$ cat src/rtl/cp0_regfile.sv
// CP0 register file: Count/Compare timer, Status, Cause, EPC and PRId with exception and ERET sequencing.
// Register updates land on the next clk edge; rdata is combinational and never stalls any producer.
module cp0_regfile #(
  parameter int                    DATA_WIDTH = 32,
  parameter logic [DATA_WIDTH-1:0] PRID       = 32'h0001_8000
) (
  input  logic                  clk,
  input  logic                  rst_n,
  input  logic                  we,
  input  logic [4:0]            waddr,
  input  logic [DATA_WIDTH-1:0] wdata,
  input  logic [4:0]            raddr,
  output logic [DATA_WIDTH-1:0] rdata,
  input  logic [5:0]            int_i,
  input  logic                  exc_valid,
  input  logic [4:0]            exc_code,
  input  logic [DATA_WIDTH-1:0] exc_pc,
  input  logic                  exc_bd,
  input  logic                  eret,
  output logic [DATA_WIDTH-1:0] status,
  output logic [DATA_WIDTH-1:0] cause,
  output logic [DATA_WIDTH-1:0] epc,
  output logic [DATA_WIDTH-1:0] count,
  output logic [DATA_WIDTH-1:0] compare,
  output logic                  timer_int
);

  localparam logic [4:0] REG_COUNT   = 5'd9;
  localparam logic [4:0] REG_COMPARE = 5'd11;
  localparam logic [4:0] REG_STATUS  = 5'd12;
  localparam logic [4:0] REG_CAUSE   = 5'd13;
  localparam logic [4:0] REG_EPC     = 5'd14;
  localparam logic [4:0] REG_PRID    = 5'd15;

  localparam logic [DATA_WIDTH-1:0] STATUS_RST = DATA_WIDTH'(32'h1000_0000);

  logic                  sw_en;
  logic                  wr_count;
  logic                  wr_compare;
  logic                  wr_status;
  logic                  wr_cause;
  logic                  wr_epc;
  logic                  exl;
  logic                  timer_hit;
  logic [DATA_WIDTH-1:0] count_nxt;
  logic [DATA_WIDTH-1:0] status_nxt;
  logic [DATA_WIDTH-1:0] cause_nxt;
  logic [DATA_WIDTH-1:0] epc_nxt;

  // Exception or ERET in the same cycle swallows the MTC0 completely.
  assign sw_en      = we & ~exc_valid & ~eret;
  assign wr_count   = sw_en & (waddr == REG_COUNT);
  assign wr_compare = sw_en & (waddr == REG_COMPARE);
  assign wr_status  = sw_en & (waddr == REG_STATUS);
  assign wr_cause   = sw_en & (waddr == REG_CAUSE);
  assign wr_epc     = sw_en & (waddr == REG_EPC);

  assign exl       = status[1];
  assign timer_hit = (count == compare) && (compare != '0);

  always_comb begin
    count_nxt = wr_count ? wdata : count + DATA_WIDTH'(1);
  end

  always_comb begin
    status_nxt = status;
    if (exc_valid) begin
      status_nxt[1] = 1'b1;
    end else if (eret) begin
      status_nxt[1] = 1'b0;
    end else if (wr_status) begin
      status_nxt = wdata;
    end
  end

  always_comb begin
    epc_nxt = epc;
    if (exc_valid) begin
      if (!exl) begin
        epc_nxt = exc_bd ? exc_pc - DATA_WIDTH'(4) : exc_pc;
      end
    end else if (wr_epc && !eret) begin
      epc_nxt = wdata;
    end
  end

  // Only IP[1:0], IV and WP are software-writable; IP[7:2] always track the pins.
  always_comb begin
    cause_nxt = cause;
    if (exc_valid) begin
      cause_nxt[6:2] = exc_code;
      if (!exl) begin
        cause_nxt[31] = exc_bd;
      end
    end else if (wr_cause) begin
      cause_nxt[9:8]   = wdata[9:8];
      cause_nxt[23:22] = wdata[23:22];
    end
    cause_nxt[15:10] = {int_i[5] | timer_int, int_i[4:0]};
  end

  always_ff @(posedge clk) begin
    if (!rst_n) begin
      count     <= '0;
      compare   <= '0;
      status    <= STATUS_RST;
      cause     <= '0;
      epc       <= '0;
      timer_int <= 1'b0;
    end else begin
      count  <= count_nxt;
      status <= status_nxt;
      cause  <= cause_nxt;
      epc    <= epc_nxt;
      if (wr_compare) begin
        compare   <= wdata;
        timer_int <= 1'b0;
      end else if (timer_hit) begin
        timer_int <= 1'b1;
      end
    end
  end

  always_comb begin
    rdata = '0;
    case (raddr)
      REG_COUNT:   rdata = count;
      REG_COMPARE: rdata = compare;
      REG_STATUS:  rdata = status;
      REG_CAUSE:   rdata = cause;
      REG_EPC:     rdata = epc;
      REG_PRID:    rdata = PRID;
      default:     rdata = '0;
    endcase
  end

endmodule

$ cat config.mk
export PLATFORM = sky130hd
export DESIGN_NAME = cp0_regfile
export DESIGN_NICKNAME = d
export VERILOG_FILES = /design/src/rtl/cp0_regfile.sv
export SDC_FILE = /design/constraint.sdc
export NUM_CORES = 1
export LEC_CHECK = 0
export ABC_AREA = 1
export CORE_ASPECT_RATIO = 0.7
export CORE_UTILIZATION = 43
export CTS_BUF_LIST = sky130_fd_sc_hd__clkbuf_4
export DETAILED_ROUTE_END_ITERATION = 16
export PLACE_DENSITY = 0.87
export SLEW_MARGIN = 20
export SYNTH_ARGS = -nofsm -noshare
export SYNTH_HDL_FRONTEND = slang
export SYNTH_SLANG_ARGS = --single-unit
$ cat constraint.sdc
create_clock -name clk -period 1.7 [get_ports clk]
set_input_delay 0.34 -clock clk [delete_from_list [all_inputs] [get_ports clk]]
set_output_delay 0.34 -clock clk [all_outputs]
set_load 0.02 [all_outputs]
==> results.py <==
metrics = {
    "drt": {
        "num_vias": 12100,
        "route.detailed.drc": 0,
        "totalWireLength_um": 44500,
        "firstDrtPassIters": 6,
        "initialDrtViolationCount": 1662,
        "route.antenna.remaining_nets": 0,
        "wl_per_cell_um": 20.8,
        "vias_per_cell": 5.65,
    },
    "synth": {
        "count_of_flip_flops_with_a_built_in_enable_after_synthesis": 0,
        "yosys_warnings": 0,
        "post_synth.cell_area_avg_um2": 6.47,
        "synth_top_area_share_pct": 33.7,
        "ys_types": 42,
        "async_reset_ff_share_pct": 0,
        "synth-seq-cells": 145,
        "synth_sequential_area_ratio_pct": 33.7,
        "post_synth_inst_count": 1332,
        "synth.cell_area_mm2": 0.00862,
        "main_synth_ff_type": "sky130_fd_sc_hd__dfxtp_1",
        "yosys-top-cells-area": "sky130_fd_sc_hd__dfxtp_1 34%, sky130_fd_sc_hd__nand2_1 11%, sky130_fd_sc_hd__nor2_1 9.7%, sky130_fd_sc_hd__o21ai_0 8.0%, sky130_fd_sc_hd__inv_1 5.6%",
        "synth_top_cell_by_area": "sky130_fd_sc_hd__dfxtp_1",
    },
    "min_path": {
        "hold_path.startpoint": "exc_bd",
        "holdPathStages": 4,
        "whs_endpoint": "cause[31]",
        "timing.hold.worst.class": "in -> reg",
    },
    "global_routing": {
        "grt_max_degree": 73,
        "grt_first_pass_wirelength_um": 63100,
        "antenna_violations_before_repair": 0,
        "first_global_vias": 11100,
        "global_route.overflow_total": 0,
        "gr-usage-all-layers_pct": 41.2,
    },
    "finish": {
        "fin_nets": 1960,
        "number_of_diodes_added_for_antenna_fixing": 0,
        "fin_cells": 2144,
        "area.growth.synth_to_final_pct": 70.9,
        "drive_gt1_share_pct": 38.9,
    },
    "floorplanning": {
        "initial_core_util_pct": 44.7,
        "chip_height_um": 120,
        "design.die.area_mm2": 0.0206,
        "core_mm2": 0.0193,
        "rows": 42,
        "fp.dieW_um": 171,
        "number_of_top_level_pins": 284,
    },
    "pwr": {
        "combinationalPowerShare_pct": 20.8,
        "max-vdd-ir-drop_v": 0.000442,
        "switchingPower_uw": 2410,
        "power.sequential.fraction_pct": 48.2,
        "power_switching_share_pct": 32.3,
        "internal-power_uw": 5050,
        "clock_power_share_pct": 31.0,
        "power_per_cell_area_mw_per_mm2": 506,
        "leak_pwr_uw": 0.00702,
    },
    "worst_setup_path": {
        "crit_arrival_ns": 1.67,
        "crit_chain": "buf_8 > inv_8 > nor2_4 > inv_2 > nor3_4 > buf_6 > buf_8 > nand2_4 > o2111ai_2 > buf_4 > buf_6",
        "r2r_cells": 11,
        "critical_path_class": "in -> out",
        "cp_slowest_cell": "sky130_fd_sc_hd__nor3_4",
        "worstSetupStartpointType": "input port",
        "regToRegSetupSlack_ns": -0.13,
        "cpLargestDelayFamily": "buffers and inverters",
        "worstSetupEndpointType": "output port",
        "worst_r2r_endpoint": "count[11]",
        "critical_path.max_stage_delay_ns": 0.21,
        "critical_path_peak_fanout": 7,
        "critical_path_buf_inv_count": 7,
        "r2r-start": "count[0]",
        "worst_ep_required_time_ns": 1.36,
    },
    "cts": {
        "cts_inserted_buffers": 17,
        "clk_path_buf_depth": 2,
        "cts_num_sinks": 145,
        "clock_transition_at_the_registers_of_the_reported_paths_ns": 0.14,
        "tritoncts": "yes",
        "ctsRootBufferMaster": "sky130_fd_sc_hd__clkbuf_4",
        "clock_latency_ns": 0.58,
        "cts-htree-levels": 4,
    },
    "outcome": {
        "violations_in_the_final_reports": "negative setup slack",
        "outcome": "finished with violations",
    },
    "sta": {
        "slew_headroom_pct": 66.6,
        "worst-slew-pin-transition_ns": 0.500,
        "layout_worst_path_cycle_share_pct": 118,
        "fmax_ghz": 0.497,
        "hold_viol_final": 0,
        "grt_setup_unrepaired": "true",
        "timing.final.ws_setup_ns": -0.311,
        "report.final.setup_viol": 41,
        "maxSlewViolCount": 0,
        "final.setup.tns_ns": -8.16,
        "worst_clock_skew_ns": 0.0240,
        "finalCriticalPeriod_ns": 2.01,
    },
    "place": {
        "finalWeightedCongestion": 1.04,
        "io_port_bufs": 267,
        "place.detailed.hpwl_um": 33200,
        "numPlacedInstances": 2077,
    },
    "run": {
        "maxCapViolCount": 0,
    },
}
==> stage by stage <==
step	area, um2	hold WS [ns]	power [uW]	worst slack [ns]	util (%)
final	14700	0.245	7460	-0.311	76.4
after floorplan	8740	0.438	4260	-0.130	-
after global placement	13500	0.491	5120	-1.19	70.2
after detailed placement	13500	0.491	5140	-1.25	70.2
after CTS	14300	0.200	7390	-0.280	74.2
after global routing	14700	0.211	7690	-0.363	76.4
==> Yosys cell counts, types with 6 or more instances <==
library cell                number
sky130_fd_sc_hd__clkbuf_1       34
sky130_fd_sc_hd__nor2_1        223
sky130_fd_sc_hd__nand3_1        84
sky130_fd_sc_hd__inv_1         129
sky130_fd_sc_hd__dfxtp_1       145
sky130_fd_sc_hd__a31oi_1         8
sky130_fd_sc_hd__nand4_1        17
sky130_fd_sc_hd__nor4_1          8
sky130_fd_sc_hd__nand3_2         6
sky130_fd_sc_hd__o21bai_1        6
sky130_fd_sc_hd__o211ai_1       10
sky130_fd_sc_hd__o2111ai_1      13
sky130_fd_sc_hd__xnor2_1        14
sky130_fd_sc_hd__nor3_1         24
sky130_fd_sc_hd__xor2_1         25
sky130_fd_sc_hd__nand2_1       259
sky130_fd_sc_hd__a21oi_1        68
sky130_fd_sc_hd__buf_4          23
sky130_fd_sc_hd__buf_2          14
sky130_fd_sc_hd__inv_2           6
sky130_fd_sc_hd__a22oi_1        28
sky130_fd_sc_hd__o21ai_0       137
sky130_fd_sc_hd__or2_2           6
==> metal layers <==
metal	vias up	routed length (um)	GRT usage, %
li1	5449	-	-
met3	153	5830	11.6
met1	5608	17400	54.2
met4	0	2100	17.6
met5	-	0	0
met2	908	19200	62.7
==> layout by cell type, fill, tap and decap left out, types with 10 or more instances in the layout <==
cell type,instances
sky130_fd_sc_hd__dfxtp_2,55
sky130_fd_sc_hd__dfxtp_4,11
sky130_fd_sc_hd__nand3_2,14
sky130_fd_sc_hd__nor2_1,202
sky130_fd_sc_hd__nor3_2,11
sky130_fd_sc_hd__xnor2_1,13
sky130_fd_sc_hd__clkdlybuf4s15_1,17
sky130_fd_sc_hd__nand3_1,72
sky130_fd_sc_hd__clkbuf_2,25
sky130_fd_sc_hd__nand2_2,20
sky130_fd_sc_hd__clkdlybuf4s50_1,82
sky130_fd_sc_hd__nor2_2,15
sky130_fd_sc_hd__nand2_1,237
sky130_fd_sc_hd__o211ai_1,10
sky130_fd_sc_hd__xor2_1,25
sky130_fd_sc_hd__clkdlybuf4s15_2,38
sky130_fd_sc_hd__nor2_4,13
sky130_fd_sc_hd__o21ai_0,128
sky130_fd_sc_hd__conb_1,16
sky130_fd_sc_hd__buf_12,14
sky130_fd_sc_hd__a22oi_2,18
sky130_fd_sc_hd__nand4_1,17
sky130_fd_sc_hd__buf_4,269
sky130_fd_sc_hd__dfxtp_1,79
sky130_fd_sc_hd__clkbuf_4,17
sky130_fd_sc_hd__buf_2,67
sky130_fd_sc_hd__buf_6,52
sky130_fd_sc_hd__inv_2,14
sky130_fd_sc_hd__a21oi_1,68
sky130_fd_sc_hd__nor3_1,10
sky130_fd_sc_hd__a22oi_1,10
sky130_fd_sc_hd__inv_1,116
==> sequential cells by signal, indices dropped and copies added, names as in the netlist <==
signal and flops:
compare 32, cause 16, timer_int 1, status 32, epc 32, count 32
==> worst max-delay path by stage <==
stage,cells past startpoint,slack [ns],endpoint,startpoint
after floorplan,7,-0.13,rdata[16],raddr[0]
final,11,-0.31,rdata[24],raddr[0]
after CTS,12,-0.28,rdata[24],raddr[3]
after detailed placement,10,-1.25,rdata[24],raddr[0]
after global placement,8,-1.19,rdata[3],raddr[0]
after global routing,10,-0.36,rdata[16],raddr[0]
==> cell type report <==
| cell class | instances | area, um2 |
|---|---|---|
| Clock buffer | 17 | 128 |
| Sequential cell | 145 | 3010 |
| Inverter | 137 | 554 |
| Timing Repair inverter | 1 | 11.3 |
| Tap cell | 264 | 330 |
| Timing Repair Buffer | 576 | 4950 |
| Clock inverter | 15 | 161 |
| Multi-Input combinational cell | 989 | 5590 |
| Fill cell | 1489 | 4550 |
==> kinds of logic after synthesis <==
| family | after synthesis | share of synthesized area [%] |
|---|---|---|
| adder cells (fa/ha/maj) | 2 | 0.290 |
| XOR/XNOR | 39 | 3.96 |
| other | 1 | 0.0435 |
| AND/OR/NAND/NOR | 653 | 33.2 |
| flip-flops | 145 | 33.7 |
| AO/OA/AOI/OAI | 279 | 18.4 |
| buffers and inverters | 213 | 10.5 |
==> worst min-delay path, delay by kind of cell <==
kind	cells	cell delay, ns
AO/OA/AOI/OAI	1	0.06
buffers and inverters	3	0.39
==> what timing repair did <==
item | CTS | global route
setup buffers | 21 | 17
gates cloned | 3 | 2
gates resized for setup | 733 | 213
pin swaps | 33 | 56
hold buffers | 0 | 0
endpoints found under the setup margin | 185 | 131
==> power groups by stage <==
stage          clock (uW)  combinational, uW  sequential, uW
3_5_place_dp            0               1470            3670
6_report             2320               1550            3600
4_1_cts              2310               1490            3590
5_1_grt              2450               1640            3600
2_1_floorplan           0                505            3750
3_3_place_gp            0               1450            3670
Power figures use the tool's default switching activity.
